## config.mk

```make
export PLATFORM = sky130hd
export DESIGN_NAME = trdb_packet_deframer
export DESIGN_NICKNAME = d
export VERILOG_FILES = /design/src/rtl/trdb_pkg.sv /design/src/rtl/trdb_word_byte_buf.sv /design/src/rtl/trdb_packet_deframer.sv
export SDC_FILE = /design/constraint.sdc
export NUM_CORES = 1
export LEC_CHECK = 0
export CAP_MARGIN = 5
export CORE_ASPECT_RATIO = 0.8
export CORE_MARGIN = 3
export CORE_UTILIZATION = 35
export DETAILED_ROUTE_END_ITERATION = 8
export PLACE_DENSITY_LB_ADDON = 0.08
export SYNTH_ARGS = -nofsm -noshare
export SYNTH_HDL_FRONTEND = slang
export SYNTH_SLANG_ARGS = --single-unit
```

## constraint.sdc

```tcl
create_clock -name clk_i -period 3 [get_ports clk_i]
set_input_delay 0.3 -clock clk_i [delete_from_list [all_inputs] [get_ports clk_i]]
set_output_delay 0.3 -clock clk_i [all_outputs]
set_load 0.1 [all_outputs]
```

## src/rtl/trdb_pkg.sv

```systemverilog
// Shared trace debugger types and constants: stream geometry, header layout and deframer state.
package trdb_pkg;

    localparam int unsigned TRDB_HDR_LEN_W      = 7;
    localparam int unsigned TRDB_HDR_FILLER_BIT = 7;
    localparam int unsigned TRDB_STREAM_W       = 32;
    localparam int unsigned TRDB_BYTE_W         = 8;
    localparam int unsigned TRDB_BYTE_IDX_W     = 2;

    // Header byte: filler flag in the MSB, payload length below it
    typedef struct packed {
        logic                      filler;
        logic [TRDB_HDR_LEN_W-1:0] len;
    } trdb_hdr_t;

    typedef enum logic [1:0] {
        DF_HDR,
        DF_PAY,
        DF_SKIP,
        DF_OUT
    } trdb_deframer_state_e;

endpackage

```

## src/rtl/trdb_word_byte_buf.sv

```systemverilog
// Single-word holding register that hands the stream out one byte at a time, byte 0 first.
module trdb_word_byte_buf
    import trdb_pkg::*;
(
    input  logic                     clk_i,
    input  logic                     rst_ni,
    input  logic                     flush_i,
    input  logic [TRDB_STREAM_W-1:0] word_i,
    input  logic                     word_valid_i,
    output logic                     word_ready_o,
    output logic [TRDB_BYTE_W-1:0]   byte_o,
    output logic                     byte_valid_o,
    input  logic                     byte_pop_i
);

    logic [TRDB_STREAM_W-1:0]   word_q;
    logic [TRDB_BYTE_IDX_W-1:0] idx_q;
    logic                       vld_q;
    logic                       pop_c;
    logic                       last_pop_c;
    logic                       load_c;

    assign pop_c        = byte_pop_i & vld_q;
    assign last_pop_c   = pop_c & (idx_q == TRDB_BYTE_IDX_W'(3));
    // A new word may land in the same cycle the last byte of the old one leaves
    assign word_ready_o = ~flush_i & (~vld_q | last_pop_c);
    assign load_c       = word_valid_i & word_ready_o;

    assign byte_o       = word_q[{idx_q, 3'b000} +: TRDB_BYTE_W];
    assign byte_valid_o = vld_q;

    always_ff @(posedge clk_i or negedge rst_ni) begin
        if (!rst_ni) begin
            word_q <= '0;
            idx_q  <= '0;
            vld_q  <= 1'b0;
        end else if (flush_i) begin
            idx_q <= '0;
            vld_q <= 1'b0;
        end else if (load_c) begin
            word_q <= word_i;
            idx_q  <= '0;
            vld_q  <= 1'b1;
        end else if (pop_c) begin
            if (last_pop_c) begin
                vld_q <= 1'b0;
            end
            idx_q <= TRDB_BYTE_IDX_W'(idx_q + TRDB_BYTE_IDX_W'(1));
        end
    end

endmodule

```

## src/rtl/trdb_packet_deframer.sv

```systemverilog
// Recovers length-prefixed trace packets from the 32-bit trace stream, one packet at a time.
// Optional statistics counters are built when TRDB_DEFRAMER_STATS_EN is defined.
module trdb_packet_deframer
    import trdb_pkg::*;
#(
    parameter int unsigned MAX_PAYLOAD_BYTES = 16,
    parameter int unsigned CNT_W             = 16
) (
    input  logic                           clk_i,
    input  logic                           rst_ni,
    input  logic                           flush_i,
    input  logic [TRDB_STREAM_W-1:0]       word_i,
    input  logic                           word_valid_i,
    output logic                           word_ready_o,
    output logic [MAX_PAYLOAD_BYTES*8-1:0] pkt_payload_o,
    output logic [TRDB_HDR_LEN_W-1:0]      pkt_len_o,
    output logic                           pkt_valid_o,
    input  logic                           pkt_ready_i,
    output logic                           err_o,
    output logic [CNT_W-1:0]               pkt_cnt_o,
    output logic [CNT_W-1:0]               err_cnt_o
);

    localparam int unsigned PAY_W = MAX_PAYLOAD_BYTES * TRDB_BYTE_W;

    trdb_deframer_state_e      state_q, state_n;
    logic [TRDB_HDR_LEN_W-1:0] rem_q, rem_n;
    logic [TRDB_HDR_LEN_W-1:0] len_q, len_n;
    logic [PAY_W-1:0]          payload_q, payload_n;
    logic                      err_q, err_n;

    logic [TRDB_BYTE_W-1:0]    byte_c;
    logic                      byte_valid_c;
    logic                      pop_c;
    trdb_hdr_t                 hdr_c;
    logic [TRDB_HDR_LEN_W-1:0] slot_c;

    trdb_word_byte_buf u_buf (
        .clk_i       (clk_i),
        .rst_ni      (rst_ni),
        .flush_i     (flush_i),
        .word_i      (word_i),
        .word_valid_i(word_valid_i),
        .word_ready_o(word_ready_o),
        .byte_o      (byte_c),
        .byte_valid_o(byte_valid_c),
        .byte_pop_i  (pop_c)
    );

    assign pop_c  = byte_valid_c & (state_q != DF_OUT) & ~flush_i;
    assign hdr_c  = trdb_hdr_t'(byte_c);
    assign slot_c = TRDB_HDR_LEN_W'(len_q - rem_q);

    // Next-state and payload assembly
    always_comb begin
        state_n   = state_q;
        rem_n     = rem_q;
        len_n     = len_q;
        payload_n = payload_q;
        err_n     = 1'b0;
        if (flush_i) begin
            state_n = DF_HDR;
            rem_n   = '0;
        end else begin
            unique case (state_q)
                DF_HDR: begin
                    if (byte_valid_c && !hdr_c.filler) begin
                        rem_n = hdr_c.len;
                        if (hdr_c.len > TRDB_HDR_LEN_W'(MAX_PAYLOAD_BYTES)) begin
                            err_n   = 1'b1;
                            state_n = DF_SKIP;
                        end else begin
                            len_n     = hdr_c.len;
                            payload_n = '0;
                            state_n   = (hdr_c.len == '0) ? DF_OUT : DF_PAY;
                        end
                    end
                end
                DF_PAY: begin
                    if (byte_valid_c) begin
                        for (int unsigned k = 0; k < MAX_PAYLOAD_BYTES; k++) begin
                            if (slot_c == TRDB_HDR_LEN_W'(k)) begin
                                payload_n[k*TRDB_BYTE_W +: TRDB_BYTE_W] = byte_c;
                            end
                        end
                        rem_n = TRDB_HDR_LEN_W'(rem_q - TRDB_HDR_LEN_W'(1));
                        if (rem_q == TRDB_HDR_LEN_W'(1)) begin
                            state_n = DF_OUT;
                        end
                    end
                end
                DF_SKIP: begin
                    if (byte_valid_c) begin
                        rem_n = TRDB_HDR_LEN_W'(rem_q - TRDB_HDR_LEN_W'(1));
                        if (rem_q == TRDB_HDR_LEN_W'(1)) begin
                            state_n = DF_HDR;
                        end
                    end
                end
                DF_OUT: begin
                    if (pkt_ready_i) begin
                        state_n = DF_HDR;
                    end
                end
                default: state_n = DF_HDR;
            endcase
        end
    end

    always_ff @(posedge clk_i or negedge rst_ni) begin
        if (!rst_ni) begin
            state_q   <= DF_HDR;
            rem_q     <= '0;
            len_q     <= '0;
            payload_q <= '0;
            err_q     <= 1'b0;
        end else begin
            state_q   <= state_n;
            rem_q     <= rem_n;
            len_q     <= len_n;
            payload_q <= payload_n;
            err_q     <= err_n;
        end
    end

    assign pkt_valid_o   = (state_q == DF_OUT);
    assign pkt_len_o     = len_q;
    assign pkt_payload_o = payload_q;
    assign err_o         = err_q;

`ifdef TRDB_DEFRAMER_STATS_EN
    logic [CNT_W-1:0] pkt_cnt_q;
    logic [CNT_W-1:0] err_cnt_q;

    // Saturating counters; survive flush, cleared only by reset
    always_ff @(posedge clk_i or negedge rst_ni) begin
        if (!rst_ni) begin
            pkt_cnt_q <= '0;
            err_cnt_q <= '0;
        end else begin
            if (pkt_valid_o && pkt_ready_i && !(&pkt_cnt_q)) begin
                pkt_cnt_q <= pkt_cnt_q + CNT_W'(1);
            end
            if (err_n && !(&err_cnt_q)) begin
                err_cnt_q <= err_cnt_q + CNT_W'(1);
            end
        end
    end

    assign pkt_cnt_o = pkt_cnt_q;
    assign err_cnt_o = err_cnt_q;
`else
    assign pkt_cnt_o = '0;
    assign err_cnt_o = '0;
`endif

endmodule

```

After elaboration in Yosys (flattened, before gate mapping)
Cells that the tools add are included.
{ "op_classes": {"add_sub_neg": 3, "order_cmp": 1, "n_eq_ne": 47, "shift": 1, "n_mux": 45, "bitwise_logic": 10, "reduce_logical": 31} }
{ "ops": {"columns": ["cell", "n"], "rows": [
  ["$mux 128", 3],
  ["$pmux 128 s2", 1],
  ["$mux 8", 16],
  ["$reduce_and 6->1", 17],
  ["$eq 7x4->1 const B", 8],
  ["$ne 2x2->1 const B", 19],
  ["$shiftx 32x6->8", 1],
  ["$eq 7x3->1 const B", 4],
  ["$mux 2", 12],
  ["$mux 7", 3],
  ["$eq 7x1->1 const B", 2],
  ["$eq 7x2->1 const B", 2],
  ["$logic_not 7->1", 2],
  ["$pmux 7 s2", 1],
  ["$ne 3x2->1 const B", 3],
  ["$ne 3x3->1 const B", 3],
  ["$reduce_bool 3->1", 3],
  ["$mux 1", 8],
  ["$pmux 2 s4", 1],
  ["$gt 7x5->1 const B", 1],
  ["$sub 7x1->7 const B", 1],
  ["$sub 7x7->7", 1],
  ["$and 1x1->1", 6],
  ["$eq 2x2->1 const B", 3],
  ["14 further kinds", 17]
]} }
{ "word_totals": {"ff_bits": 180, "in_bits": 37, "out_inout_bits": 170, "elab_cells": 161} }

Logic depth before layout (Yosys ltp)
{ "logic_depth": {"word_depth": 10, "mapped_depth": 14, "mapped_depth_nobuf": 11} }

Cells and area by module
A second synthesis with hierarchy kept.
{ "hier_totals": {"hier_cells": 898, "area_unflattened_um2": 9057.4} }
{ "by_module_without_submodules": {"columns": ["module", "n_inst", "cells_per_inst", "area_per_inst_um2", "seq_area_each_um2"], "rows": [
  ["trdb_packet_deframer", 1, 804, 7499.7, 3628.5],
  ["trdb_word_byte_buf", 1, 94, 1557.7, 875.8]
]} }

Worst setup path after synthesis
OpenSTA, ideal clock, no wires.
{ "synth_timing": {"kind": "flip-flop to flip-flop", "from": "register state_q[0]", "to": "register u_buf.word_q[0]", "setup_time_ns": 0.125, "arrival_ns": 4.013, "t_required_ns": 2.875, "slack_ns": -1.138, "stages_incl_launch_ff": 8, "path_buffers": 2, "synth_period_minus_slack_ns": 4.138, "cell_sequence": "dfrtp_1 > ha_1 > nand2b_1 > a21oi_1 > and2_1 > clkbuf_1 > buf_1 > mux2_2"} }
{ "synth_via": {"elab_chain_len": 9} }
{ "synth_lines": {"columns": ["element", "line_no", "rtl"], "rows": [
  ["from (decl)", "trdb_packet_deframer.sv:26", "trdb_deframer_state_e state_q, state_n;"],
  ["from (signal assigned)", "trdb_packet_deframer.sv:118", "state_q <= state_n;"],
  ["$ne 2x2->1", "trdb_packet_deframer.sv:50", "assign pop_c = byte_valid_c & (state_q != DF_OUT) & ~flush_i;"],
  ["$and 1x1->1 (2 in a row)", "trdb_packet_deframer.sv:50", null],
  ["$and 1x1->1", "trdb_word_byte_buf.sv:23", "assign pop_c = byte_pop_i & vld_q;"],
  ["$and 1x1->1", "trdb_word_byte_buf.sv:24", "assign last_pop_c = pop_c & (idx_q == TRDB_BYTE_IDX_W'(3));"],
  ["$or 1x1->1", "trdb_word_byte_buf.sv:26", "assign word_ready_o = ~flush_i & (~vld_q | last_pop_c);"],
  ["$and 1x1->1", "trdb_word_byte_buf.sv:26", null],
  ["via word_ready_o", "trdb_packet_deframer.sv:14", "output logic word_ready_o,"],
  ["$and 1x1->1", "trdb_word_byte_buf.sv:27", "assign load_c = word_valid_i & word_ready_o;"],
  ["$reduce_and 2->1 (no source line)", null, null],
  ["to (signal assigned)", "trdb_word_byte_buf.sv:41", "word_q <= word_i;"],
  ["to (decl)", "trdb_word_byte_buf.sv:16", "logic [TRDB_STREAM_W-1:0] word_q;"]
]} }
The timed path passes the listed nets, and every way through them passes these cells.
A chain may end at the register's enable or synchronous reset.

Final worst setup path
{ "layout_timing": {"from": "register len_q[0] (netlist: pkt_len_o[0])", "to": "register payload_q[118] (netlist: pkt_payload_o[118])"} }
{ "layout_via": {"elab_chain_len": 4} }
{ "layout_lines": {"columns": ["element", "line_no", "rtl"], "rows": [
  ["from (decl)", "trdb_packet_deframer.sv:28", "logic [TRDB_HDR_LEN_W-1:0] len_q, len_n;"],
  ["from (signal assigned)", "trdb_packet_deframer.sv:120", "len_q <= len_n;"],
  ["$sub 7x7->7", "trdb_packet_deframer.sv:52", "assign slot_c = TRDB_HDR_LEN_W'(len_q - rem_q);"],
  ["$eq 7x4->1", "trdb_packet_deframer.sv:82", "if (slot_c == TRDB_HDR_LEN_W'(k)) begin"],
  ["$ne 2x2->1 (no source line)", null, null],
  ["$reduce_and 6->1 (no source line)", null, null],
  ["to (signal assigned)", "trdb_packet_deframer.sv:121", "payload_q <= payload_n;"],
  ["to (decl)", "trdb_packet_deframer.sv:29", "logic [PAY_W-1:0] payload_q, payload_n;"]
]} }
No other way between the ends.

==> summary.txt <==
required time reported for the critical path endpoint: 3.31 ns
clock latency on the worst-skew pair: 0.42 ns
result of the run: complete, no violations
clock buffers created by TritonCTS: 17
most frequent cells after synthesis: sky130_fd_sc_hd__dfrtp_1, sky130_fd_sc_hd__o2bb2ai_1, sky130_fd_sc_hd__a22o_1
peak ir drop on the vdd network: 1400 uV
full die area: 24700 um^2
number of inserted diodes: 0
endpoint of the most critical register-to-register path: pkt_payload_o[118]
number of DRC violations after detailed-routing iteration 0: 321
number of nets in the layout: 880
sequential cell area: 4510 um^2
cell count along the critical path: 12
final weighted congestion in routability-driven placement: 0.804
most frequently used cell type in the post-synthesis netlist: sky130_fd_sc_hd__dfrtp_1
start point of the critical path: pkt_len_o[0]
largest fanout of any net on the critical path: 8
Post-Synthesis Cells: 632
most instantiated flip-flop cell in the synthesis netlist: sky130_fd_sc_hd__dfrtp_1
Worst Path Class, Setup: reg2reg
sinks on the clock net: 180
register-to-register setup slack: 0.04 ns
Congestion Overflow GR: 0
TritonCTS clock tree: done
post-synthesis instance area: 8000 um^2
cell with the largest stage delay on the worst path: sky130_fd_sc_hd__dfrtp_4
Yosys top cell by area: sky130_fd_sc_hd__dfrtp_1
Critical Path Max Stage Delay: 0.50 ns
count of vias placed by the detailed router: 5886
via count of the first global-routing pass: 6257
count of endpoints failing hold in the final timing report: 0
count of nets left with antenna violations after detail routing: 0
synth top area cells: sky130_fd_sc_hd__dfrtp_1, sky130_fd_sc_hd__o2bb2ai_1, sky130_fd_sc_hd__mux2_2
met3 GRT Util: 0.0374
Hold Path Class: in2async
area grow syn2layout: 32.7%
number of cells on the worst reg-to-reg path: 12
met2 Track Usage GR: 0.293
RSZ-0062 raised after global routing: true
ratio of total power to cell area: 850 nW/um^2
Post-Route Skew: 0.0125 ns
count of maximum capacitance violations: 0
end point of the critical path: pkt_payload_o[118]
Final period util: 0.986
routed wire length: 22.7 mm
startpoint types: flop
category of cells accounting for the largest share of critical-path delay: compound AO/OA/AOI/OAI gates
global-route wire length before repair: 35.7 mm
number of enable-type register cells in the synthesized netlist: 0
post-detailed-route DRC marker count: 0
busiest metal layer after global routing: met2
Total Negative Setup Slacks: 0 ns
number of pins with negative max-slew slack in the final report: 0
Final Hold Slack: 0.313 ns
critical path arrival: 3.27 ns
average wire per standard cell: 19.9 um
post-detailed-placement half-perimeter wirelength: 16.2 mm
origin of the critical flop-to-flop path: pkt_len_o[0]
total number of yosys warnings: 0
top cell type's share of synthesized area: 0.563
die width: 175 um
grt met1 use: 0.262
Most Frequent Cell on Critical Path: sky130_fd_sc_hd__nor3_1
multi-input logic area: 3210 um^2
number of antenna violations at the first check in global routing: 0
count of distinct cell types in the synthesized netlist: 50
sequential share of the synthesized area: 0.563
number of setup violations in the final report: 0
fraction of layout cells with a size suffix above 1: 0.357
maximum buffer depth of the clock tree: 2
Worst Tran Pin Value: 0.522 ns
kind of end point of the critical path: flop
core area: 22000 um^2
Post-synth ARST share: 1.00
Starting Density: 0.364
number of I/O pins: 207
series of cell instances along the critical path: inv_4 -> ha_4 -> inv_2 -> fa_2 -> a21o_1 -> a2111oi_2 -> nor3_1 -> nor3_1 -> buf_4 -> and4_2 -> o21ai_4 -> a22o_1
Die Span Y: 141 um
Port Buffer Count: 174
FILL cells: 1976
Bufs and invs on worst path: 3
# rows: 48
Total Routing Usage GR: 0.184
maximum number of pins on one net before global-route repair: 92
detailed-route vias per instance: 5.16
clk slew on worst S/H paths: 0.07 ns
leak pwr: 0.00490 uW
level count of the clock H-tree: 4
number of detailed-routing iterations run before antenna repair: 4
buffer type at the clock tree root: sky130_fd_sc_hd__clkbuf_16
worst-case headroom to the max-slew limit: 0.652
final critical-path required period: 2.96 ns
Peak Freq: 338 MHz
syn avg cell area: 12.7 um^2
post-synthesis sequential element count: 180
[flip-flops by register name, summed over array words and instances (netlist names)]
| signal | flops |
|---|---|
| pkt_payload_o | 128 |
| u_buf.word_q | 32 |
| pkt_len_o | 7 |
| rem_q | 7 |
| state_q | 2 |
| u_buf.idx_q | 2 |
| err_o | 1 |
| u_buf.byte_valid_o | 1 |
[cell usage in the layout, fill, tap and decap left out, drive strengths merged, types with 5 or more instances in the layout]
cell,count
mux4,8
and2,5
inv,32
a21o,12
o22ai,8
clkdlybuf4s50,35
buf,184
dfrtp,180
nor3,9
a21oi,11
o2bb2ai,80
and3,7
ha,14
mux2,37
nor2,14
conb,32
nand3,17
clkbuf,18
nand4,5
nor4,5
xnor2,9
o21ai,19
a22o,40
nand2,21
[metrics by stage]
stage | power, uW | setup slack (ns) | util | cells | cell area, um^2
6_report | 9030 | 0.0417 | 0.483 | 1140 | 10600
2_1_floorplan | 5690 | -0.251 | - | 663 | 8290
5_1_grt | 9470 | -0.0900 | 0.483 | 1140 | 10600
4_1_cts | 8980 | 0.00313 | 0.478 | 1139 | 10500
3_5_place_dp | 6550 | 0.0140 | 0.449 | 1107 | 9870
3_3_place_gp | 6510 | 0.0643 | 0.449 | 1107 | 9870
[how the worst min path moves through the flow]
stage | endpoint | startpoint
finish | u_buf.word_q[28] | rst_ni
global route | u_buf.word_q[28] | rst_ni
CTS | u_buf.word_q[28] | rst_ni
detailed placement | u_buf.word_q[28] | rst_ni
global placement | u_buf.word_q[20] | rst_ni
floorplan | err_o | rst_ni
[power breakdown]
group | total, uW | switching (uW) | internal [uW] | leakage [uW]
Combinational | 3760 | 2610 | 1150 | 0.00217
Clock | 2410 | 997 | 1410 | 0.000300
Sequential | 2860 | 190 | 2670 | 0.00242
Total | 9030 | 3800 | 5230 | 0.00490
[routing by layer]
| metal | vias to the layer above | share of wire |
|---|---|---|
| li1 | 2677 | - |
| met1 | 2999 | 0.49 |
| met2 | 194 | 0.46 |
| met3 | 16 | 0.047 |
| met4 | 0 | 0.0084 |
| met5 | - | 0 |
[area by class of cell]
| class | count | share of cell area |
|---|---|---|
| clock inverters | 13 | 0.0184 |
| flip-flops and latches | 180 | 0.425 |
| well taps | 300 | 0.0354 |
| multi-input cells | 382 | 0.303 |
| clock buffers | 18 | 0.0404 |
| repair buffers | 220 | 0.168 |
| inverters | 27 | 0.00978 |
[repair_timing]
item / 4_1_cts / 5_1_grt
gates resized for setup: 0 / 30
setup endpoints to repair: 0 / 128
setup buffers: 0 / 1
endpoints found under the hold margin: 27 / 0
hold buffers: 1 / 0
[cells by family after synthesis]
kind of cell | Yosys count | share of synthesized area
other cells | 1 | 0.000469
fa+ha+maj | 15 | 0.0244
mux | 48 | 0.0784
simple gates | 97 | 0.0673
compound gates | 180 | 0.180
xor+xnor | 10 | 0.0110
flops | 180 | 0.563
buf+inv | 101 | 0.0753
[worst reg2reg max path, cell delays in order (launching register included)]
cell and delay (ns):
sky130_fd_sc_hd__dfrtp_4 0.50, sky130_fd_sc_hd__inv_4 0.07, sky130_fd_sc_hd__ha_4 0.12, sky130_fd_sc_hd__inv_2 0.03, sky130_fd_sc_hd__fa_2 0.37, sky130_fd_sc_hd__a21o_1 0.22, sky130_fd_sc_hd__a2111oi_2 0.43, sky130_fd_sc_hd__nor3_1 0.15
sky130_fd_sc_hd__nor3_1 0.21, sky130_fd_sc_hd__buf_4 0.14, sky130_fd_sc_hd__and4_2 0.30, sky130_fd_sc_hd__o21ai_4 0.11, sky130_fd_sc_hd__a22o_1 0.21
No activity file was read; power rests on OpenSTA's default activity.
